--- src/rtl/const_bit_monitor.sv ---
// Receive-side checker for a constant-driven 1-bit net: locks after a run of
// matching samples, then flags and counts (saturating) any deviation.
module const_bit_monitor #(
    parameter logic value       = 1'b1,
    parameter int   LOCK_CYCLES = 4,
    parameter int   COUNT_WIDTH = 8
) (
    input  logic                   CLK,
    input  logic                   ASYNCRESET,
    input  logic                   I,
    input  logic                   CLR,
    output logic                   LOCKED,
    output logic                   FAULT,
    output logic [COUNT_WIDTH-1:0] ERR_COUNT
);

    localparam int RUN_W = $clog2(LOCK_CYCLES + 1);
    localparam logic [RUN_W-1:0] RUN_LAST = RUN_W'(LOCK_CYCLES - 1);

    localparam logic [1:0] S_ACQUIRE = 2'd0;
    localparam logic [1:0] S_LOCKED  = 2'd1;
    localparam logic [1:0] S_FAULT   = 2'd2;

    logic                   i_q;
    logic                   match;
    logic [1:0]             state;
    logic [1:0]             state_nxt;
    logic [RUN_W-1:0]       run;
    logic [RUN_W-1:0]       run_nxt;
    logic [COUNT_WIDTH-1:0] err_count;
    logic [COUNT_WIDTH-1:0] err_nxt;

    function automatic logic [COUNT_WIDTH-1:0] sat_inc(input logic [COUNT_WIDTH-1:0] c);
        return (&c) ? c : c + COUNT_WIDTH'(1);
    endfunction

    assign match = (i_q == value);

    always_comb begin
        state_nxt = state;
        run_nxt   = run;
        err_nxt   = err_count;
        if (CLR) begin
            state_nxt = S_ACQUIRE;
            run_nxt   = '0;
            err_nxt   = '0;
        end else begin
            case (state)
                S_ACQUIRE: begin
                    if (!match) begin
                        run_nxt = '0;
                    end else if (run == RUN_LAST) begin
                        state_nxt = S_LOCKED;
                        run_nxt   = '0;
                    end else begin
                        run_nxt = run + RUN_W'(1);
                    end
                end
                S_LOCKED: begin
                    if (!match) begin
                        state_nxt = S_FAULT;
                        err_nxt   = sat_inc(err_count);
                    end
                end
                S_FAULT: begin
                    // Sticky: only CLR or reset leave this state.
                    if (!match) begin
                        err_nxt = sat_inc(err_count);
                    end
                end
                default: begin
                    state_nxt = S_ACQUIRE;
                    run_nxt   = '0;
                end
            endcase
        end
    end

    always_ff @(posedge CLK or posedge ASYNCRESET) begin
        if (ASYNCRESET) begin
            i_q       <= 1'b0;
            state     <= S_ACQUIRE;
            run       <= '0;
            err_count <= '0;
        end else begin
            i_q       <= I;
            state     <= state_nxt;
            run       <= run_nxt;
            err_count <= err_nxt;
        end
    end

    assign LOCKED    = (state == S_LOCKED);
    assign FAULT     = (state == S_FAULT);
    assign ERR_COUNT = err_count;

endmodule
--- config.mk ---
export PLATFORM = sky130hd
export DESIGN_NAME = const_bit_monitor
export DESIGN_NICKNAME = d
export VERILOG_FILES = /design/src/rtl/const_bit_monitor.sv
export SDC_FILE = /design/constraint.sdc
export NUM_CORES = 1
export LEC_CHECK = 0
export ABC_AREA = 0
export BUFFER_PORTS_ARGS = -buffer_cell sky130_fd_sc_hd__buf_2
export CELL_PAD_IN_SITES_DETAIL_PLACEMENT = 1
export CELL_PAD_IN_SITES_GLOBAL_PLACEMENT = 1
export CORE_AREA = 2 2 46 48
export CTS_CLUSTER_DIAMETER = 150
export DETAILED_ROUTE_END_ITERATION = 12
export DIE_AREA = 0 0 48 50
export PLACE_DENSITY = 0.76
export SLEW_MARGIN = 20
export SYNTH_ARGS = -nofsm -noshare
export SYNTH_HDL_FRONTEND = slang
export SYNTH_SLANG_ARGS = --single-unit
--- constraint.sdc ---
create_clock -name CLK -period 4.2 [get_ports CLK]
set_input_delay 0.21 -clock CLK [delete_from_list [all_inputs] [get_ports CLK]]
set_output_delay 0.21 -clock CLK [all_outputs]
set_load 0.02 [all_outputs]
# Yosys cells after proc, flatten, opt, wreduce, memory -nomap -nowiden
# Cells that the tools add are included.
[classes]
addsub = 2
eq_ne = 10
muxes = 13
reduce_logical = 6
[ops]
columns = ["operator", "count"]
rows = [
  ["8-bit two-way mux", 4],
  ["3-bit two-way mux", 3],
  ["3-bit != test (second input constant)", 3],
  ["8-bit by 1-bit adder with 8-bit output (second input constant)", 1],
  ["2-bit two-way mux", 4],
  ["8-bit AND reduction", 1],
  ["2-bit != test (second input constant)", 3],
  ["2-bit case mux with 3 select lines", 1],
  ["3-bit case mux with 2 select lines", 1],
  ["4-bit AND reduction", 1],
  ["3-bit by 1-bit adder with 3-bit output (second input constant)", 1],
  ["3-bit by 2-bit equality test with 1-bit output (second input constant)", 1],
  ["3-bit AND reduction", 1],
  ["2-bit by 1-bit equality test with 1-bit output (second input constant)", 1],
  ["2-bit equality test (second input constant)", 1],
  ["2-bit logical NOT", 1],
  ["2-bit by 1-bit != test with 1-bit output (second input constant)", 1],
  ["2-bit nonzero test", 1],
  ["2-bit OR reduction", 1],
]
[word_totals]
register_bits = 14
in_bits = 4
output_inout_bits = 10
wordCells = 35

# Longest topological paths before layout
[depth]
depth_word = 5
mapped_depth = 5

# Worst setup path after synthesis
# Ideal clock, no wire load.
[synth_path]
kind = "reg-to-reg"
from = "register err_count[0] (netlist: ERR_COUNT[0])"
to = "register err_count[0] (netlist: ERR_COUNT[0])"
setup_time_ns = 0.125
arrival_ns = 1.395
required_time_ns = 4.075
setup_slack_ns = 2.680
stages_incl_launch_ff = 5
n_path_buf = 0
path_cell_list = "dfrtp_1 ha_1 nand4_2 o21a_4 mux2_4"
[synth_between]
elab_chain_cells = 5
[synth_lines]
columns = ["item", "line_no", "source"]
rows = [
  ["from (decl)", "30", "logic [COUNT_WIDTH-1:0] err_count;"],
  ["from (signal assigned)", "89", "err_count <= err_nxt;"],
  ["8-bit by 1-bit adder with 8-bit output", "34", "return (&c) ? c : c + COUNT_WIDTH'(1);"],
  ["8-bit two-way mux", "34", ""],
  ["8-bit two-way mux", "60, 67", ""],
  ["8-bit two-way mux", "--", ""],
  ["8-bit two-way mux", "43", "if (CLR) begin"],
]
# Several ways; a longest one is shown, not always the timed one. The select of a mux whose other input is x is not followed.
# A chain may end at the register's enable or synchronous reset.

# Worst setup path after layout
[layout_path]
from = "register state[0]"
to = "register err_count[6] (netlist: ERR_COUNT[6])"
[layout_between]
elab_chain_cells = 4
[layout_lines]
columns = ["item", "line_no", "source"]
rows = [
  ["from (decl)", "26", "logic [1:0] state;"],
  ["from (signal assigned)", "87", "state <= state_nxt;"],
  ["2-bit by 1-bit equality test with 1-bit output / 2-bit equality test (equally long branches)", "48", "case (state)"],
  ["2-bit OR reduction (no line) (*)", "--", ""],
  ["2-bit nonzero test (no line) (*)", "--", ""],
  ["3-bit AND reduction (no line) (*)", "--", ""],
]
# Every way passes the cells marked *; elsewhere a longest branch is shown, timed or not.

==> results.py <==
metrics = {
    "logic_synthesis": {
        "yosys.area_share.simple": 0.227,
        "synth_cells": 75,
        "synth-main-ff-cell": "dfrtp_1",
        "ys_seq_area_frac": 0.422,
        "syn_area_per_cell_um2": 11.1,
        "synth-compound-area-share": 0.175,
        "synth_area_leader_cell": "dfrtp_1",
        "syn_area_um2": 831,
        "yosys.area_share.adder": 0.0753,
        "yosysWarnings": 0,
        "synth-xor-area-share": 0,
        "synth.top_cell.area_share": 0.422,
        "synth_mux_area_frac": 0.0678,
        "synth.distinct_cells": 35,
        "synth_top_family_by_area": "simple AND/OR/NAND/NOR gates",
        "synth_area_leaders": "dfrtp_1, ha_1, nand2b_1",
        "synth_edf_count": 0,
        "ys_ff_latch": 14,
        "synth_async_sr_flop_share": 1.00,
        "syn-num-nets": 84,
    },
    "place": {
        "io_buffers": 13,
        "gp_congestion": 0.786,
        "place_ws_ns": 2.58,
        "placed_cells": 112,
        "hpwl_mm": 1.23,
    },
    "pwr": {
        "ir_drop_v": 0.000181,
        "power_density_nw_per_um2": 306,
        "power_uw": 290,
        "p_leak_uw": 0.000461,
    },
    "critical_path": {
        "end_kind": "flip-flop",
        "start_kind": "flip-flop",
        "path_max_fanout": 6,
        "worst-endpoint-arrival_ns": 1.82,
        "crit_type": "reg2reg",
        "crit_required_ns": 4.39,
    },
    "cells_and_area": {
        "final_cells": 116,
        "final_core_util": 0.499,
        "layout.nets": 100,
        "syn_to_final_growth_pct": 14.3,
        "diodes": 0,
        "final_layout_size_suffix_gt1_frac": 0.258,
    },
    "timing": {
        "timing.final.ws_setup_ns": 2.57,
        "fin_skew_ns": 0.00380,
        "layout_min_cycle_time_ns": 1.63,
        "fmax_mhz": 614,
        "setup-tns-final_ns": 0,
        "drv_slew": 0,
        "grt_setup_unrepaired": "no",
        "setup_violations": 0,
        "worst_pin_slew_ns": 0.527,
        "maxSlewHeadroom": 0.648,
        "period_share": 0.388,
        "hold_viol_final": 0,
    },
    "clock_network": {
        "clk_pin_slew_ns": 0.09,
        "ctsRootBufferMaster": "clkbuf_4",
        "clock-sinks": 14,
        "clockBufferDepth": 2,
        "clock_latency_ns": 0.28,
        "numCtsBuffers": 3,
        "h-tree-depth": 1,
        "cts_tree": "yes",
    },
    "routing": {
        "drc": 0,
        "drtIter0Drc": 8,
        "detail_route.wl_per_cell_um": 14.5,
        "first_pass_iters": 4,
        "wl_mm": 1.69,
        "vias_per_cell": 5.52,
        "vias": 640,
        "ant_nets": 0,
    },
    "global_routing": {
        "antenna_found_initial": 0,
        "grt_max_degree": 18,
        "grt_pass1_vias": 671,
        "grt_overflow": 0,
        "grt_pass1_wl_mm": 2.93,
        "grt_usage": 0.171,
    },
    "status": {
        "status": "complete, no violations",
    },
    "min_path": {
        "hold_class": "in2reg",
    },
    "run": {
        "maxCapViolCount": 0,
    },
    "floorplan": {
        "die_area_um2": 2400,
        "coreArea_um2": 1900,
        "fp-row-count": 16,
        "ios": 14,
        "die_h_um": 50,
        "fp.dieW_um": 48,
        "start_util": 0.437,
    },
}
[logic make-up (layout without fill, tap and decap cells)]
kind of cell / count (synthesis) / after routing
AO/OA/AOI/OAI: 16 / 16
multiplexers: 5 / 5
flip-flops: 14 / 14
adder cells (fa/ha/maj): 5 / 5
buffers and inverters: 7 / 21
AND/OR/NAND/NOR: 28 / 28
[report_power, final]
group,internal [uW],switching [uW]
sequential,142,5.51
clock,33.2,44.1
combinational,30.9,34.8
total,206,84.4
[sequential cells by signal, indices dropped and copies added, names as in the netlist]
name / cells
ERR_COUNT: 8
i_q: 1
run: 3
state: 2
[placed cells by master (no fill, tap or decap), types with 3 or more instances in the layout]
cell type	instances
a21oi_1	3
ha_1	5
clkbuf_4	3
inv_1	4
buf_2	13
dfrtp_1	14
mux2i_1	3
nand2b_1	6
and4_1	3
nor3_1	5
[metal layers]
layer,GRT usage,part of all wire
met2,0.278,0.51
met1,0.205,0.45
met3,0.0440,0.039
met4,0.0676,0.0071
met5,0,0
[worst paths after layout]
path                                      start  cells after the start  slack (ns)                       end
setup / recovery           state[0]$_DFFE_PP0P_                      5        2.57  ERR_COUNT[6]$_DFFE_PP0P_
hold / removal                                I                      1        0.03             i_q$_DFF_PP0_
setup reg to reg           state[0]$_DFFE_PP0P_                      5        2.57  ERR_COUNT[6]$_DFFE_PP0P_
hold reg to reg              run[1]$_DFFE_PP0P_                      1        0.53        run[1]$_DFFE_PP0P_
max in group asynchronous            ASYNCRESET                      3        3.35  ERR_COUNT[5]$_DFFE_PP0P_
min in group asynchronous            ASYNCRESET                      3        0.50  ERR_COUNT[1]$_DFFE_PP0P_
[per-stage QoR]
stage	hold WS (ns)	cell area (um2)
global route	0.0253	950
finish	0.0301	950
global placement	0.287	917
floorplan	0.0992	831
detailed placement	0.291	917
CTS	0.0230	950
[worst max-delay path, cell delays in order, from the launching register on]
cell and delay [ns]:
dfrtp_1 0.38, inv_1 0.07, ha_1 0.38, and4b_1 0.32, a41oi_1 0.14, a311oi_1 0.25
[Yosys cell counts, drive strengths merged (2+ instances only)]
master  number
nand2        2
nand2b       6
inv          4
mux2         2
ha           5
a21oi        3
dfrtp       14
mux2i        3
clkbuf       2
nor3         5
nor2b        2
and4b        2
o2111a       2
and4         3
[final cells by class]
type	count	area, um2
fill	221	952
multi-input combinational	54	453
sequential	14	350
timing repair buffer	14	75.1
tap	27	33.8
clock buffer	3	22.5
inverter	4	15.0
[what timing repair did]
action,4_1_cts,5_1_grt
hold endpoints to repair,14,0
setup buffers,0,0
setup endpoints to repair,0,0
resized for setup,0,0
hold buffers,1,0
Power figures use the tool's default switching activity.
